**config.mk**
```make
export PLATFORM = sky130hd
export DESIGN_NAME = mem_port_arbiter
export DESIGN_NICKNAME = d
export VERILOG_FILES = /design/src/rtl/mem_arb_pkg.sv /design/src/rtl/arb_pick.sv /design/src/rtl/mem_port_arbiter.sv
export SDC_FILE = /design/constraint.sdc
export NUM_CORES = 1
export LEC_CHECK = 0
export ABC_AREA = 1
export CAP_MARGIN = 20
export CORE_AREA = 3 3 117 119
export DETAILED_ROUTE_END_ITERATION = 8
export DIE_AREA = 0 0 120 122
export PLACE_DENSITY = 0.81
export REMOVE_ABC_BUFFERS = 1
export SYNTH_ARGS = -nofsm -noshare
export SYNTH_HDL_FRONTEND = slang
export SYNTH_HIERARCHICAL = 1
export SYNTH_SLANG_ARGS = --single-unit
```
**constraint.sdc**
```tcl
create_clock -name clk -period 3.2 [get_ports clk]
set_input_delay 0.8 -clock clk [delete_from_list [all_inputs] [get_ports clk]]
set_output_delay 0.8 -clock clk [all_outputs]
set_load 0.05 [all_outputs]
```
**src/rtl/mem_arb_pkg.sv**
```systemverilog
// -----------------------------------------------------------------------------
// mem_arb_pkg
// Shared constants for the unified-memory port arbiter.
//   - FSM state encoding (IDLE / ACCESS / RESP)
//   - Port identifiers (CPU = port 0, AUX = port 1)
//   - Wait-state counter width, sized for WAIT_CYC up to 15
// -----------------------------------------------------------------------------
package mem_arb_pkg;

  localparam logic [1:0] IDLE   = 2'b00;
  localparam logic [1:0] ACCESS = 2'b01;
  localparam logic [1:0] RESP   = 2'b10;

  localparam logic PORT_CPU = 1'b0;
  localparam logic PORT_AUX = 1'b1;

  localparam int CNT_W = 4;

endpackage : mem_arb_pkg

```
**src/rtl/arb_pick.sv**
```systemverilog
// -----------------------------------------------------------------------------
// arb_pick
// Combinational winner selection between the two memory requesters.
// Build option: MEM_ARB_ROUND_ROBIN_EN
//   undefined - fixed priority, port 0 wins ties
//   defined   - ties go to the port that did not own the previous transaction
// Ports:
//   m0_req, m1_req : requests from port 0 (CPU) and port 1 (AUX)
//   last_owner     : previous owner (round-robin build only)
//   pick           : winning port id, meaningful when either req is high
// -----------------------------------------------------------------------------
module arb_pick
  import mem_arb_pkg::*;
(
  input  logic m0_req,
  input  logic m1_req,
`ifdef MEM_ARB_ROUND_ROBIN_EN
  input  logic last_owner,
`endif
  output logic pick
);

`ifdef MEM_ARB_ROUND_ROBIN_EN
  // A lone requester always wins; on a tie the previous owner yields.
  assign pick = (m0_req && m1_req) ? ~last_owner
              : (m1_req ? PORT_AUX : PORT_CPU);
`else
  assign pick = (m1_req && !m0_req) ? PORT_AUX : PORT_CPU;
`endif

endmodule : arb_pick

```
**src/rtl/mem_port_arbiter.sv**
```systemverilog
// -----------------------------------------------------------------------------
// mem_port_arbiter
// Shares the CPU's unified instruction/data memory between the CPU port (0)
// and an auxiliary master (1). One transaction at a time: IDLE -> ACCESS for
// WAIT_CYC+1 cycles -> RESP (one-cycle ack) -> IDLE.
// Build option: MEM_ARB_ROUND_ROBIN_EN selects round-robin tie breaking
// (default: fixed priority, port 0 wins).
// Ports:
//   clk, reset                : clock, synchronous active-high reset
//   mN_req/we/addr/wdata      : port N request, held until mN_ack
//   mN_rdata, mN_ack          : shared read data, one-cycle completion pulse
//   mem_en/we/addr/wdata      : memory array interface (driven in ACCESS)
//   mem_rdata                 : memory read data, valid in last ACCESS cycle
//   grant                     : owner of current or last transaction
//   busy                      : high whenever the FSM is not IDLE
// -----------------------------------------------------------------------------
module mem_port_arbiter
  import mem_arb_pkg::*;
#(
  parameter int          ADDR_W   = 32,
  parameter int          DATA_W   = 32,
  parameter int unsigned WAIT_CYC = 2
) (
  input  logic              clk,
  input  logic              reset,
  input  logic              m0_req,
  input  logic              m0_we,
  input  logic [ADDR_W-1:0] m0_addr,
  input  logic [DATA_W-1:0] m0_wdata,
  output logic [DATA_W-1:0] m0_rdata,
  output logic              m0_ack,
  input  logic              m1_req,
  input  logic              m1_we,
  input  logic [ADDR_W-1:0] m1_addr,
  input  logic [DATA_W-1:0] m1_wdata,
  output logic [DATA_W-1:0] m1_rdata,
  output logic              m1_ack,
  output logic              mem_en,
  output logic              mem_we,
  output logic [ADDR_W-1:0] mem_addr,
  output logic [DATA_W-1:0] mem_wdata,
  input  logic [DATA_W-1:0] mem_rdata,
  output logic              grant,
  output logic              busy
);

  logic [1:0]        state;
  logic [CNT_W-1:0]  cnt;
  logic              grant_q;
  logic              we_q;
  logic [ADDR_W-1:0] addr_q;
  logic [DATA_W-1:0] wdata_q;
  logic [DATA_W-1:0] rdata_q;
  logic              pick;

`ifdef MEM_ARB_ROUND_ROBIN_EN
  logic last_owner;

  arb_pick u_pick (
    .m0_req     (m0_req),
    .m1_req     (m1_req),
    .last_owner (last_owner),
    .pick       (pick)
  );

  // Starts at port 1 so the very first tie goes to the CPU.
  always_ff @(posedge clk) begin
    if (reset) begin
      last_owner <= PORT_AUX;
    end else if (state == IDLE && (m0_req || m1_req)) begin
      last_owner <= pick;
    end
  end
`else
  arb_pick u_pick (
    .m0_req (m0_req),
    .m1_req (m1_req),
    .pick   (pick)
  );
`endif

  // NOTE: sequential state uses non-blocking assignments so every register
  // samples pre-edge values; blocking here would create order-dependent races.
  always_ff @(posedge clk) begin
    if (reset) begin
      state   <= IDLE;
      cnt     <= '0;
      grant_q <= PORT_CPU;
      we_q    <= 1'b0;
      addr_q  <= '0;
      wdata_q <= '0;
      rdata_q <= '0;
    end else begin
      case (state)
        IDLE: begin
          // Winner's fields are frozen here; later requester changes are ignored.
          if (m0_req || m1_req) begin
            state   <= ACCESS;
            cnt     <= CNT_W'(WAIT_CYC);
            grant_q <= pick;
            we_q    <= pick ? m1_we    : m0_we;
            addr_q  <= pick ? m1_addr  : m0_addr;
            wdata_q <= pick ? m1_wdata : m0_wdata;
          end
        end
        ACCESS: begin
          if (cnt == '0) begin
            state <= RESP;
            if (!we_q) begin
              rdata_q <= mem_rdata;
            end
          end else begin
            cnt <= cnt - 1'b1;
          end
        end
        RESP: begin
          // Requests are not sampled here, guaranteeing an IDLE gap.
          state <= IDLE;
        end
        default: begin
          state <= IDLE;
        end
      endcase
    end
  end

  assign mem_en    = (state == ACCESS);
  assign mem_we    = mem_en && we_q;
  assign mem_addr  = addr_q;
  assign mem_wdata = wdata_q;

  assign m0_ack    = (state == RESP) && (grant_q == PORT_CPU);
  assign m1_ack    = (state == RESP) && (grant_q == PORT_AUX);
  assign m0_rdata  = rdata_q;
  assign m1_rdata  = rdata_q;

  assign grant     = grant_q;
  assign busy      = (state != IDLE);

endmodule : mem_port_arbiter

```
==> results.sh <==
export IMPL_die_w_microns=120
export IMPL_syn_avg_cell_area_sq_um=7.328
export IMPL_ant_nets=0
export IMPL_worst_hold_slack_ns=0.4992
export IMPL_final_layout_size_suffix_gt1_share_pct=3.583
export IMPL_drt_pass1_iter_count=4
export IMPL_slew_viol_final=0
export IMPL_yosysSeqAreaShare_pct=43.85
export IMPL_cts_setup_buffers=0
export IMPL_cp_end_kind="output pin"
export IMPL_hold_violations=0
export IMPL_numCtsBuffers=9
export IMPL_ctsHoldBuffers=0
export IMPL_min_period_ns=2.642
export IMPL_cp_start_kind="register"
export IMPL_cp_slowest_cell="clkdlybuf4s50_1"
export IMPL_power_leakage_nw=3.162
export IMPL_grt_usage_pct=18.95
export IMPL_fin_area_sq_mm=0.007860
export IMPL_antennaDiodeCount=0
export IMPL_wl_met3_mm=1.446
export IMPL_synth_top_area_share_pct=43.85
export IMPL_synth_area_leader_cell="dfxtp_1"
export IMPL_clk_pin_slew_ns=0.07
export IMPL_io_buffers=299
export IMPL_cts_resized_gates=0
export IMPL_hp_class="register to register"
export IMPL_synthDistinctLibCells=25
export IMPL_cp_top_family="buffers and inverters"
export IMPL_arrival_ns=1.84
export IMPL_min_period_over_period_pct=82.55
export IMPL_fillers=1140
export IMPL_drt_iter0_markers=278
export IMPL_clock_latency_ns=0.33
export IMPL_top_layer="met5"
export IMPL_power_density_mw_per_mm2=642.9
export IMPL_rr_worst_depth=6
export IMPL_worstPathCellList="inv_1, nor3_1, clkdlybuf4s50_1"
export IMPL_ys_ff_latch=104
export IMPL_core_area_sq_mm=0.01267
export IMPL_vias=4944
export IMPL_fp_row_count=41
export IMPL_clkSinkCount=104
export IMPL_grt_pass1_vias=4416
export IMPL_synth_area_sq_mm=0.004748
export IMPL_routed_wirelength_mm=14.69
export IMPL_fin_skew_ns=0.005723
export IMPL_syn_inst=648
export IMPL_gp_congestion=0.7905
export IMPL_slowest_delay_ns=0.84
export IMPL_ff2ff_setup_slack_ns=0.99
export IMPL_wl_per_cell_microns=13.79
export IMPL_start_util_pct=37.47
export IMPL_wl_met1_mm=5.591
export IMPL_grt_ovfl_total=0
export IMPL_dp_hpwl_mm=11.28
export IMPL_tightest_slew_ns=0.7337
export IMPL_antenna_found_initial=1
export IMPL_drc=0
export IMPL_fin_nets=1056
export IMPL_cp_max_fo=6
export IMPL_rsz0062_at_grt="false"
export IMPL_cts_root_buf="clkbuf_16"
export IMPL_finalSetupViolCount=0
export IMPL_ys_warn_count=6
export IMPL_max_freq_mhz=378.5
export IMPL_cts_buffer_depth=2
export IMPL_ioPinCount=300
export IMPL_met2WireLength_mm=7.398
export IMPL_max_vdd_ir_drop_v=0.0002876
export IMPL_cap_viol_max_count=0
export IMPL_relSlewSlack_pct=50.97
export IMPL_chipHeight_microns=122
export IMPL_viasPerCell=4.642
export IMPL_placed_cell_area_sq_mm=0.007565
export IMPL_status="complete, no violations"
export IMPL_htreeDepth=3
export IMPL_critPathKind="register to output pin"
export IMPL_grt_max_degree=89
export IMPL_hold_depth=2
export IMPL_critical_path_required_ns=2.40
export IMPL_die_area_sq_mm=0.01464
export IMPL_area_growth_pct=65.53
export IMPL_grt_pass1_wl_mm=22.41
export IMPL_critPathBufInv=2
export IMPL_synthTopCellsByArea="dfxtp_1, nor2_1, a211oi_1"
export IMPL_path_depth=3
export IMPL_cts_tree="done"
-- synthesized netlist by cell type --
| cell | instances |
|---|---|
| inv_2 | 3 |
| o21ai_0 | 49 |
| a21oi_1 | 5 |
| buf_6 | 5 |
| nor4_1 | 1 |
| inv_1 | 72 |
| clkbuf_1 | 24 |
| buf_4 | 36 |
| a211oi_1 | 64 |
| nor2_4 | 1 |
| dfxtp_1 | 104 |
| nand2_2 | 1 |
| nand3_1 | 5 |
| o21ai_1 | 50 |
| buf_2 | 9 |
| clkbuf_2 | 1 |
| ha_1 | 2 |
| nor2_1 | 200 |
| nand4_2 | 1 |
| and3_1 | 1 |
| buf_1 | 2 |
| nand2_1 | 6 |
| nor3_1 | 3 |
| nor2_2 | 2 |
| o21ai_4 | 1 |
-- tightest hold or removal path: stages (launching register included) --
cell     delay [ns]
dfxtp_1        0.32
nor2_1         0.09
nor2_1         0.05
-- worst paths after layout --
path,startpoint,endpoint
worst max-delay path,state[1]$_SDFFE_PP0P_,m0_ack
worst min-delay path,m0_rdata[22]$_SDFFE_PP0P_,m0_rdata[22]$_SDFFE_PP0P_
worst max register to register,cnt[0]$_SDFFE_PP0P_,m0_rdata[3]$_SDFFE_PP0P_
worst min register to register,m0_rdata[22]$_SDFFE_PP0P_,m0_rdata[22]$_SDFFE_PP0P_
-- layout make-up --
type	instances	area (sq um)	area share (%)
clock buffer	13	270.3	3.438
clock inverter	3	25.02	0.3184
inverter	75	281.5	3.582
multi-input combinational	392	1916	24.37
sequential	104	2082	26.49
tap	172	215.2	2.738
timing repair buffer	306	3070	39.06
-- logic make-up after synthesis --
kind of cell    count (synthesis)  share of synthesized area, %
fa+ha+maj                       2                        0.5269
buf+inv                       152                         15.92
simple gates                  221                         18.29
compound gates                169                         21.42
flops                         104                         43.85
-- per-layer routing --
metal,track usage [%],vias up
met2,34.63,191
met4,6.084,2
met3,7.196,16
met1,20.11,2198
met5,0,-
li1,-,2537
-- power by group --
group	internal (mW)	switching, mW
registers	1.51	0.130
clock network	0.596	0.480
logic	0.825	1.51
total	2.93	2.12
-- registers in the layout, summed over array words and instances (netlist names) --
name / count
m0_rdata: 32
mem_addr: 32
mem_wdata: 32
cnt: 4
state: 2
grant: 1
we_q: 1
-- stage by stage --
stage / setup slack [ns] / instances / utilization [%] / power, mW / setup TNS [ns]
finish: 0.5582 / 1065 / 62.03 / 5.053 / 0
global route: 0.4445 / 1065 / 62.03 / 5.303 / 0
CTS: 0.5360 / 1065 / 62.03 / 5.103 / 0
detailed placement: 0.7415 / 1049 / 59.70 / 4.021 / 0
global placement: 0.7872 / 1049 / 59.70 / 3.994 / 0
floorplan: -0.7929 / 571 / - / 3.102 / -41.65
-- placed cells by master (no fill, tap or decap), drive strengths merged, types with 2 or more instances in the layout --
cell type | synthesis | final
clkbuf | 25 | 13
a211oi | 64 | 64
dfxtp | 104 | 104
clkinv | 0 | 2
clkdlybuf4s50 | 0 | 299
nand3 | 5 | 5
inv | 75 | 75
nor2 | 203 | 203
a21oi | 5 | 5
buf | 52 | 7
ha | 2 | 2
nor3 | 3 | 3
nand2 | 7 | 7
o21ai | 100 | 100
Power figures use the tool's default switching activity.
